[src/rtl/fmmu_scheduler.sv]
// FMMU register bank and per-datagram sequencer for logical datagrams (LRD/LWR/LRW):
// scans entries one per clock, then issues byte-wise physical bus strobes and the WKC increment.
module fmmu_scheduler #(
  parameter int         N_FMMU  = 8,
  parameter logic [7:0] CMD_LRD = 8'd10,
  parameter logic [7:0] CMD_LWR = 8'd11,
  parameter logic [7:0] CMD_LRW = 8'd12
) (
  input  logic        rxc,
  input  logic        RSTN,
  input  logic        cfg_wr,
  input  logic [7:0]  cfg_addr,
  input  logic [7:0]  cfg_wdata,
  output logic [7:0]  cfg_rdata,
  input  logic        dg_start,
  input  logic [7:0]  dg_cmd,
  input  logic [31:0] dg_laddr,
  input  logic [10:0] dg_len,
  input  logic        dg_abort,
  input  logic        rx_valid,
  input  logic [7:0]  rx_data,
  output logic        busy,
  output logic        sel_valid,
  output logic [3:0]  sel_idx,
  output logic        miss,
  output logic [15:0] bus_address,
  output logic [7:0]  bus_wdata,
  output logic        bus_rd,
  output logic        bus_wr,
  output logic [1:0]  wkc_inc,
  output logic        wkc_valid
);

  localparam logic [3:0] LAST_IDX = 4'(N_FMMU - 1);

  typedef enum logic [1:0] {IDLE, SCAN, XFER, DONE} state_t;

  state_t state, state_next;

  // register bank
  logic [31:0] ent_start [N_FMMU];
  logic [15:0] ent_len   [N_FMMU];
  logic [15:0] ent_phys  [N_FMMU];
  logic [1:0]  ent_type  [N_FMMU];
  logic        ent_act   [N_FMMU];

  // datagram header, latched at dg_start
  logic [7:0]  cmd_p0;
  logic [31:0] laddr_p0;
  logic [10:0] len_p0;
  logic [3:0]  scan_idx;

  // window state, latched at hit
  logic [15:0] off_p1;
  logic [15:0] rem_p1;
  logic [15:0] phys_p1;
  logic [1:0]  type_p1;
  logic [3:0]  sel_idx_p1;
  logic [10:0] byte_cnt;
  logic        rd_done;
  logic        wr_done;

  // registered bus strobe
  logic [15:0] addr_p2;
  logic [7:0]  wdata_p2;
  logic        rd_p2;
  logic        wr_p2;
  logic        miss_p2;

  logic [31:0] cur_start;
  logic [15:0] cur_len;
  logic [15:0] cur_phys;
  logic [1:0]  cur_type;
  logic        cur_act;
  logic [15:0] off_calc;
  logic        scan_hit;
  logic        scan_last_miss;
  logic        accept;
  logic        strobe_en;
  logic        rd_en;
  logic        wr_en;

  function automatic logic is_logical(input logic [7:0] cmd);
    return (cmd == CMD_LRD) || (cmd == CMD_LWR) || (cmd == CMD_LRW);
  endfunction

  function automatic logic type_ok(input logic [7:0] cmd, input logic [1:0] typ);
    logic ok;
    ok = 1'b0;
    if (cmd == CMD_LRD)      ok = typ[0];
    else if (cmd == CMD_LWR) ok = typ[1];
    else if (cmd == CMD_LRW) ok = |typ;
    return ok;
  endfunction

  // The end bound is formed at 33 bits so a window touching 0xFFFFFFFF never wraps to low addresses.
  function automatic logic entry_hit(input logic act, input logic [15:0] len,
                                     input logic [31:0] start, input logic [1:0] typ,
                                     input logic [31:0] laddr, input logic [7:0] cmd);
    logic [32:0] lim;
    lim = {1'b0, start} + {17'd0, len};
    return act && (len != 16'd0) && (laddr >= start) && ({1'b0, laddr} < lim) && type_ok(cmd, typ);
  endfunction

  always_ff @(posedge rxc or negedge RSTN) begin
    if (!RSTN) begin
      for (int i = 0; i < N_FMMU; i++) begin
        ent_start[i] <= '0;
        ent_len[i]   <= '0;
        ent_phys[i]  <= '0;
        ent_type[i]  <= '0;
        ent_act[i]   <= 1'b0;
      end
    end else if (cfg_wr) begin
      for (int i = 0; i < N_FMMU; i++) begin
        if (cfg_addr[7:4] == 4'(i)) begin
          case (cfg_addr[3:0])
            4'h0:    ent_start[i][7:0]   <= cfg_wdata;
            4'h1:    ent_start[i][15:8]  <= cfg_wdata;
            4'h2:    ent_start[i][23:16] <= cfg_wdata;
            4'h3:    ent_start[i][31:24] <= cfg_wdata;
            4'h4:    ent_len[i][7:0]     <= cfg_wdata;
            4'h5:    ent_len[i][15:8]    <= cfg_wdata;
            4'h8:    ent_phys[i][7:0]    <= cfg_wdata;
            4'h9:    ent_phys[i][15:8]   <= cfg_wdata;
            4'hB:    ent_type[i]         <= cfg_wdata[1:0];
            4'hC:    ent_act[i]          <= cfg_wdata[0];
            default: ;
          endcase
        end
      end
    end
  end

  always_comb begin
    cfg_rdata = '0;
    for (int i = 0; i < N_FMMU; i++) begin
      if (cfg_addr[7:4] == 4'(i)) begin
        case (cfg_addr[3:0])
          4'h0:    cfg_rdata = ent_start[i][7:0];
          4'h1:    cfg_rdata = ent_start[i][15:8];
          4'h2:    cfg_rdata = ent_start[i][23:16];
          4'h3:    cfg_rdata = ent_start[i][31:24];
          4'h4:    cfg_rdata = ent_len[i][7:0];
          4'h5:    cfg_rdata = ent_len[i][15:8];
          4'h8:    cfg_rdata = ent_phys[i][7:0];
          4'h9:    cfg_rdata = ent_phys[i][15:8];
          4'hB:    cfg_rdata = {6'd0, ent_type[i]};
          4'hC:    cfg_rdata = {7'd0, ent_act[i]};
          default: cfg_rdata = '0;
        endcase
      end
    end
  end

  // Scan reads the live bank entry addressed by scan_idx.
  always_comb begin
    cur_start = '0;
    cur_len   = '0;
    cur_phys  = '0;
    cur_type  = '0;
    cur_act   = 1'b0;
    for (int i = 0; i < N_FMMU; i++) begin
      if (scan_idx == 4'(i)) begin
        cur_start = ent_start[i];
        cur_len   = ent_len[i];
        cur_phys  = ent_phys[i];
        cur_type  = ent_type[i];
        cur_act   = ent_act[i];
      end
    end
  end

  // Offset is below 2^16 on a hit, so the low half of the difference is exact.
  assign off_calc       = laddr_p0[15:0] - cur_start[15:0];
  assign scan_hit       = entry_hit(cur_act, cur_len, cur_start, cur_type, laddr_p0, cmd_p0);
  assign scan_last_miss = (state == SCAN) && !dg_abort && !scan_hit && (scan_idx == LAST_IDX);

  always_ff @(posedge rxc or negedge RSTN) begin
    if (!RSTN) state <= IDLE;
    else       state <= state_next;
  end

  always_comb begin
    state_next = state;
    accept     = 1'b0;
    case (state)
      IDLE: if (dg_start && is_logical(dg_cmd)) state_next = SCAN;
      SCAN: begin
        if (dg_abort)                     state_next = IDLE;
        else if (scan_hit)                state_next = XFER;
        else if (scan_idx == LAST_IDX)    state_next = IDLE;
      end
      XFER: begin
        if (dg_abort)                     state_next = IDLE;
        else if (len_p0 == 11'd0)         state_next = DONE;
        else if (rx_valid) begin
          accept = 1'b1;
          if (byte_cnt + 11'd1 == len_p0) state_next = DONE;
        end
      end
      DONE:                               state_next = IDLE;
      default:                            state_next = IDLE;
    endcase
  end

  assign strobe_en = accept && (rem_p1 != 16'd0);
  assign rd_en     = strobe_en && ((cmd_p0 == CMD_LRD) || ((cmd_p0 == CMD_LRW) && type_p1[0]));
  assign wr_en     = strobe_en && ((cmd_p0 == CMD_LWR) || ((cmd_p0 == CMD_LRW) && type_p1[1]));

  always_ff @(posedge rxc or negedge RSTN) begin
    if (!RSTN) begin
      cmd_p0     <= '0;
      laddr_p0   <= '0;
      len_p0     <= '0;
      scan_idx   <= '0;
      off_p1     <= '0;
      rem_p1     <= '0;
      phys_p1    <= '0;
      type_p1    <= '0;
      sel_idx_p1 <= '0;
      byte_cnt   <= '0;
      rd_done    <= 1'b0;
      wr_done    <= 1'b0;
      addr_p2    <= '0;
      wdata_p2   <= '0;
      rd_p2      <= 1'b0;
      wr_p2      <= 1'b0;
      miss_p2    <= 1'b0;
    end else begin
      // stage 0: header capture and scan index
      if (state == IDLE && state_next == SCAN) begin
        cmd_p0   <= dg_cmd;
        laddr_p0 <= dg_laddr;
        len_p0   <= dg_len;
        scan_idx <= '0;
      end else if (state == SCAN) begin
        scan_idx <= scan_idx + 4'd1;
      end
      // stage 1: window latched at hit, advanced per accepted byte
      if (state == SCAN && !dg_abort && scan_hit) begin
        off_p1     <= off_calc;
        rem_p1     <= cur_len - off_calc;
        phys_p1    <= cur_phys;
        type_p1    <= cur_type;
        sel_idx_p1 <= scan_idx;
        byte_cnt   <= '0;
        rd_done    <= 1'b0;
        wr_done    <= 1'b0;
      end else if (accept) begin
        byte_cnt <= byte_cnt + 11'd1;
        rd_done  <= rd_done | rd_en;
        wr_done  <= wr_done | wr_en;
        if (strobe_en) begin
          off_p1 <= off_p1 + 16'd1;
          rem_p1 <= rem_p1 - 16'd1;
        end
      end
      // stage 2: registered bus strobe and miss pulse
      rd_p2   <= rd_en;
      wr_p2   <= wr_en;
      miss_p2 <= scan_last_miss;
      if (strobe_en) begin
        addr_p2  <= phys_p1 + off_p1;
        wdata_p2 <= rx_data;
      end
    end
  end

  always_comb begin
    wkc_inc = 2'd0;
    if (state == DONE) begin
      if (cmd_p0 == CMD_LRW)       wkc_inc = {wr_done, rd_done};
      else if (rd_done || wr_done) wkc_inc = 2'd1;
    end
  end

  assign busy        = (state != IDLE);
  assign sel_valid   = (state == XFER);
  assign wkc_valid   = (state == DONE);
  assign sel_idx     = sel_idx_p1;
  assign miss        = miss_p2;
  assign bus_address = addr_p2;
  assign bus_wdata   = wdata_p2;
  assign bus_rd      = rd_p2;
  assign bus_wr      = wr_p2;

endmodule

[config.mk]
export PLATFORM = sky130hd
export DESIGN_NAME = fmmu_scheduler
export DESIGN_NICKNAME = d
export VERILOG_FILES = /design/src/rtl/fmmu_scheduler.sv
export SDC_FILE = /design/constraint.sdc
export NUM_CORES = 1
export LEC_CHECK = 0
export BUFFER_PORTS_ARGS = -buffer_cell sky130_fd_sc_hd__buf_2
export CAP_MARGIN = 15
export CORE_UTILIZATION = 50
export DETAILED_ROUTE_END_ITERATION = 12
export PLACE_DENSITY = 0.66
export SLEW_MARGIN = 20
export SYNTH_ARGS = -nofsm -noshare
export SYNTH_HDL_FRONTEND = slang
export SYNTH_SLANG_ARGS = --single-unit
[constraint.sdc]
create_clock -name rxc -period 15.9 [get_ports rxc]
set_input_delay 0.795 -clock rxc [delete_from_list [all_inputs] [get_ports rxc]]
set_output_delay 0.795 -clock rxc [all_outputs]
set_load 0.01 [all_outputs]
# After elaboration in Yosys (flattened, before gate mapping)
# Cells that the tools add are included.
# W data, S select, Z words.
classes:
  addsub: 8
  magnitude_cmp: 2
  eq_ne: 34
  mux: 89
  bitwise: 2
  n_reduce_logical: 115
op_table:
  columns: ["operator", "count"]
  rows:
  - ["$pmux W8 S10", 8]
  - ["$mux W16", 22]
  - ["$mux W32", 8]
  - ["$reduce_and A3 Y1", 80]
  - ["$mux W8", 8]
  - ["$eq A8 B4 Y1 const B", 6]
  - ["$eq A4 B3 Y1 const B", 10]
  - ["$mux W2", 18]
  - ["$add A32 B16 Y33", 1]
  - ["$lt A32 B33 Y1", 1]
  - ["$ge A32 B32 Y1", 1]
  - ["$reduce_bool A16 Y1", 2]
  - ["$sub A16 B16 Y16", 2]
  - ["$eq A4 B2 Y1 const B", 6]
  - ["$mux W11", 2]
  - ["$mux W1", 20]
  - ["$add A16 B1 Y16 const B", 1]
  - ["$add A16 B16 Y16", 1]
  - ["$eq A4 B4 Y1 const B", 4]
  - ["$sub A16 B1 Y16 const B", 1]
  - ["$logic_and A1 B1 Y1", 15]
  - ["$eq A4 B1 Y1 const B", 3]
  - ["$logic_not A4 Y1", 3]
  - ["$add A11 B1 Y11 const B", 1]
  - ["other kinds (14)", 26]
word_totals:
  register_bits: 687
  input_bits: 81
  wordCells: 348

# Logic depth before layout (Yosys ltp)
logic_depth:
  ltp_word: 20
  ltp_mapped: 39
  mapped_depth_nobuf: 31

# Least setup slack after synthesis
# Ideal clock, no wire load.
synth_path:
  path_kind: "reg2reg"
  start: "reg scan_idx[1]"
  end: "reg phys_p1[14]"
  arrival_time_ns: 7.113
  t_required_ns: 15.773
  slack_ns: 8.659
  stages_incl_launch_ff: 38
  synth_period_minus_slack_ns: 7.241
  path_cell_list: "dfrtp_1 inv_1 ha_1 buf_2 buf_2 buf_2 buf_2 buf_2 nor3b_1 clkbuf_1 a221o_1 o21ai_0 o211ai_1 o21ai_0 nand2_1 o21ai_0 nand2_1 o21a_1 [2 not listed] a21oi_1 nor2b_1 o31ai_1 nand2_1 a31oi_1 o21bai_1 a21oi_1 xor2_1 ha_1 a211o_1 a2111oi_0 a211oi_1 o21ai_0 a31oi_1 o31a_4 nor2_4 buf_6 mux2_1"
synth_between:
  elab_chain_cells: 15
  elab_cells_between_ends: 61
  cone_classes: "add/sub (1); order compare (2); eq/ne (7); mux (43); reduce/logical (8)"
synth_rtl:
  columns: ["element", "line", "text"]
  rows:
  - ["start: declaration", "51", "logic [3:0] scan_idx;"]
  - ["start signal: assignment", "238", "scan_idx <= scan_idx + 4'd1;"]
  - ["branches (longest 15 deep; another with $add A32 B16 Y33)", null, null]
  - ["end signal: assignment", "244", "phys_p1 <= cur_phys;"]
  - ["end: declaration", "56", "logic [15:0] phys_p1;"]
# Several ways; the timed one is not identified.
# A chain may end at the register's enable or synchronous reset.

# Final worst setup path
layout_path:
  start: "reg scan_idx[1]"
  end: "reg off_p1[15]"
layout_between:
  elab_chain_cells: 17
  elab_cells_between_ends: 58
  cone_classes: "add/sub (2); order compare (2); eq/ne (7); mux (36); reduce/logical (11)"
layout_rtl:
  columns: ["element", "line", "text"]
  rows:
  - ["branches (longest 17 deep; another with $add A32 B16 Y33)", null, null]
  - ["end signal: assignment", "242", "off_p1 <= off_calc;"]
  - ["end signal: assignment", "255", "off_p1 <= off_p1 + 16'd1;"]
  - ["end: declaration", "54", "logic [15:0] off_p1;"]
# Several ways; the timed one is not identified.

==> results.md <==
- The run finished with clean final reports.
- The nature of the critical path endpoint is a flip-flop.
- The repair_antennas step left the layout with diodes totalling 0.
- In the routed layout, each cell is associated on average with a via count of 6.830.
- The remaining global-route overflow is 0.
- Global routing consumed, over all layers together, 36.82% of the routing resources.
- After synthesis, the cell types taking the most area are dfrtp_1 44%, mux2_2 17%, ha_1 3.7%, a22oi_1 3.6%, nand2_1 3.2%.
- Among all flip-flop cells after synthesis, the most frequent one is dfrtp_1.
- After detailed routing, the average wire length per cell comes to 30.53 µm.
- 125 I/O pins were placed.
- The reg2reg setup slack is 6.61 ns.
- The vias after detailed routing is 32,580.
- The tree is rooted in a clkbuf_16.
- For this run, the register share of the synthesized area comes to 44.23%.
- The die height is 280.8 µm.
- The area of the placeable core is 0.07645 mm².
- The cell count of the worst reg-to-reg path is 31.
- The critical path data arrival time is 9.75 ns.
- Across the whole layout, storage elements account for 0.01719 mm².
- The port buffer count is 124.
- The remaining antenna violation count is 0.
- The synthesized design contains 687 register bits.
- The CTS buffer count is 76.
- The die covers 0.07885 mm².
- Of all flip-flops after synthesis, the portion carrying an async set or reset was 100.0%.
- The final hold violation count is 0.
- The beginning of the worst register-to-register path is scan_idx[1].
- After detailed routing, the number of remaining DRC violations is 0.
- At the end of routability-driven placement, the weighted congestion stood at 1.042.
- The number of unique standard cell types used by synthesis is 83.
- The critical path class is reg -> reg.
- The TritonCTS clock tree is done.
- The wire length of the first global-routing pass is 214,000 µm.
- The final clock period utilization by the worst path is 58.40%.
- Averaged over all synthesized cells, the footprint is 10.58 µm².
- Synthesis produced a netlist with a net count of 3,875.
- After routing, the total negative slack on setup checks comes to 0 ns.
- The number of placement rows is 101.
- The via count of the first global-routing pass is 31,030.
- The combined area of all synthesized cells is 0.03887 mm².
- The first-pass detailed-route iteration total is 9.
- The max-slew violation total from the final report is 0.
- On the worst path, the slowest cell contributes a delay of 0.84 ns.
- The number of gates resized after cts is 0.
- The proportion of netlist area held by the largest area contributor is 44.23%.
- The cell leakage power is 20.17 nW.
- The overall die width is 280.8 µm.
- The area growth from synthesis to layout is 10.94%.
- In the post-synthesis netlist, the cell with the most instances is dfrtp_1.
- Setup violations remaining at the end of the flow were counted as 0.
- The layout has 6,699 filler cells.
- The clock slew seen by the registers of the worst setup and hold paths is 0.06 ns.
- The startpoint kind of the worst setup timing path is a flip-flop.
- The multi-input gate area in the final layout is 0.02049 mm².
- By count the netlist is led by 687 x dfrtp_1, 589 x mux2_2, 328 x nand2_1.
- Power spread over the standard cell area amounts to 124.9 mW/mm².
- The post-synthesis cell type with the largest combined area is dfrtp_1.
- The tightest min-delay check is of the in -> async type.
- The post-route netlist has 25.99% of its cells at a drive strength greater than 1.
- The maximum operating frequency is 107.7 MHz.
- The total length of routed wires is 145,600 µm.
- The synthesized design contains 0 enable-type register cells.
- In this run, post-CTS hold repair placed 0 buffers.
- In this run, the number of DRC markers left after iteration 0 of detailed routing was 4,996.
- During synthesis, Yosys emitted a total of 0 warnings.
- In this run the deepest clock path goes through 3 buffers.
- Overall power consumption after layout is estimated at 5.384 mW.
- The critical path data required time is 16.36 ns.
- The end of the worst register-to-register path is off_p1[15].
- The number of antenna violations at the first check in global routing was 3.
- The total number of H-tree levels is 3.
- The slew at the pin with the worst max-slew slack is 1.259 ns.
- Among the stages of the critical path, the cell type that occurs most often is o21ai_0.
- Setup repair after global routing left no endpoint under its margin.
- The largest fanout of any net on the critical path is 55.
- Between clock sinks in the finished design, the worst skew comes to 0.03172 ns.
- IR analysis of the VDD net gives a maximum drop of 119.8 µV.
- At the end of the flow, the number of nets in the layout was 3,882.
- The slowest stage of the critical path belongs to the cell a21oi_1.
- The tree built by TritonCTS fans out to 687 sinks.
- The effective utilization at floorplan is 50.84%.
- The reported max-cap violation count is 0.
- Measured against its own limit, the worst slew margin works out to 15.18%.
- The instance count of the mapped netlist is 3,674.
- For the finished layout, the period the worst path requires is 9.285 ns.
- Detailed placement ended at an HPWL of 104,200 µm.
- The latest clock arrival within the worst-skew pair is 0.64 ns.
- Buffers added to address setup during post-CTS repair amount to 0.
- The maximum number of pins on one net before global-route repair is 90.
==> routing by layer <==
layer / vias up / global-route usage, % / routed length, µm
li1: 13890 / - / -
met4: 2 / 22.36 / 11180
met2: 2071 / 58.10 / 65890
met5: - / 0 / 12
met1: 16050 / 45.96 / 53970
met3: 564 / 8.421 / 14560
==> sequential cells by signal (all words and copies together), names as in the netlist, 11 cells and up <==
register     cells
byte_cnt        11
rem_p1          16
off_p1          16
bus_address     16
phys_p1         16
ent_len        128
len_p0          11
laddr_p0        32
ent_phys       128
ent_type        16
ent_start      256
==> final cells by class <==
cell class                      instances  area share [%]
Multi-Input combinational cell       2662           47.53
Inverter                               56          0.4875
Clock buffer                          100           5.093
Clock inverter                         37           1.277
Tap cell                             1030           2.989
Sequential cell                       687           39.87
Timing Repair Buffer                  198           2.751
==> worst max path at each step <==
stage / depth (start not counted) / start / end / slack (ns)
final: 31 / scan_idx[1] / off_p1[15] / 6.61
after global routing: 31 / scan_idx[1] / off_p1[15] / 5.99
after global placement: 31 / scan_idx[1] / off_p1[15] / 6.90
after detailed placement: 31 / scan_idx[1] / off_p1[15] / 6.86
after CTS: 31 / scan_idx[1] / off_p1[15] / 6.83
after floorplan: 37 / scan_idx[1] / phys_p1[14] / 8.66
==> metrics by stage <==
stage	setup slack (ns)	util [%]	cell area (µm²)	instances	hold slack [ns]
6_report	6.615	56.39	43120	4770	0.1898
3_3_place_gp	6.904	52.79	40360	4633	0.4555
2_1_floorplan	8.659	-	38870	3674	0.4403
4_1_cts	6.834	56.38	43110	4770	0.2147
3_5_place_dp	6.857	52.79	40360	4633	0.4617
5_1_grt	5.994	56.39	43120	4770	0.2442
==> cell families after synthesis <==
group / synth area share, %
AOI/OAI and AO/OA: 18.32
xor gates and xnor gates: 2.337
adders and majority gates: 3.940
buffers and inverters: 3.390
DFF: 44.23
muxes: 17.71
and+or+nand+nor: 10.06
==> where the power goes <==
| part | internal (mW) | switching, mW | leakage (nW) |
|---|---|---|---|
| Clock | 1.18 | 0.751 | 1.36 |
| Combinational | 0.522 | 0.998 | 9.38 |
| Sequential | 1.83 | 0.0976 | 9.43 |
==> worst max-delay path: cells and delay by family, from the launching register on <==
family / cells / cell delay [ns]
AO/OA/AOI/OAI: 18 / 5.10
XOR/XNOR: 1 / 0.16
adder cells (fa/ha/maj): 3 / 1.22
buffers and inverters: 3 / 1.15
flip-flops: 1 / 0.42
AND/OR/NAND/NOR: 6 / 1.03
==> cell usage in the layout (no fill, tap or decap), types with 26 or more instances in the layout <==
| cell | n |
|---|---|
| inv_1 | 55 |
| o21ai_0 | 199 |
| nand2_1 | 325 |
| nor2b_1 | 26 |
| xor2_1 | 39 |
| xnor2_1 | 62 |
| nor3_1 | 58 |
| a22oi_1 | 185 |
| clkbuf_16 | 79 |
| nand3_1 | 87 |
| a221oi_1 | 75 |
| o211ai_1 | 58 |
| a21oi_1 | 136 |
| o21a_1 | 38 |
| a31oi_1 | 66 |
| dfrtp_1 | 687 |
| nor2_1 | 106 |
| a22o_1 | 42 |
| buf_2 | 123 |
| mux2_2 | 589 |
| nand2b_1 | 36 |
| buf_4 | 74 |
| nand4_1 | 43 |
| ha_1 | 113 |
Note: power is estimated with default switching activity, not from simulation.
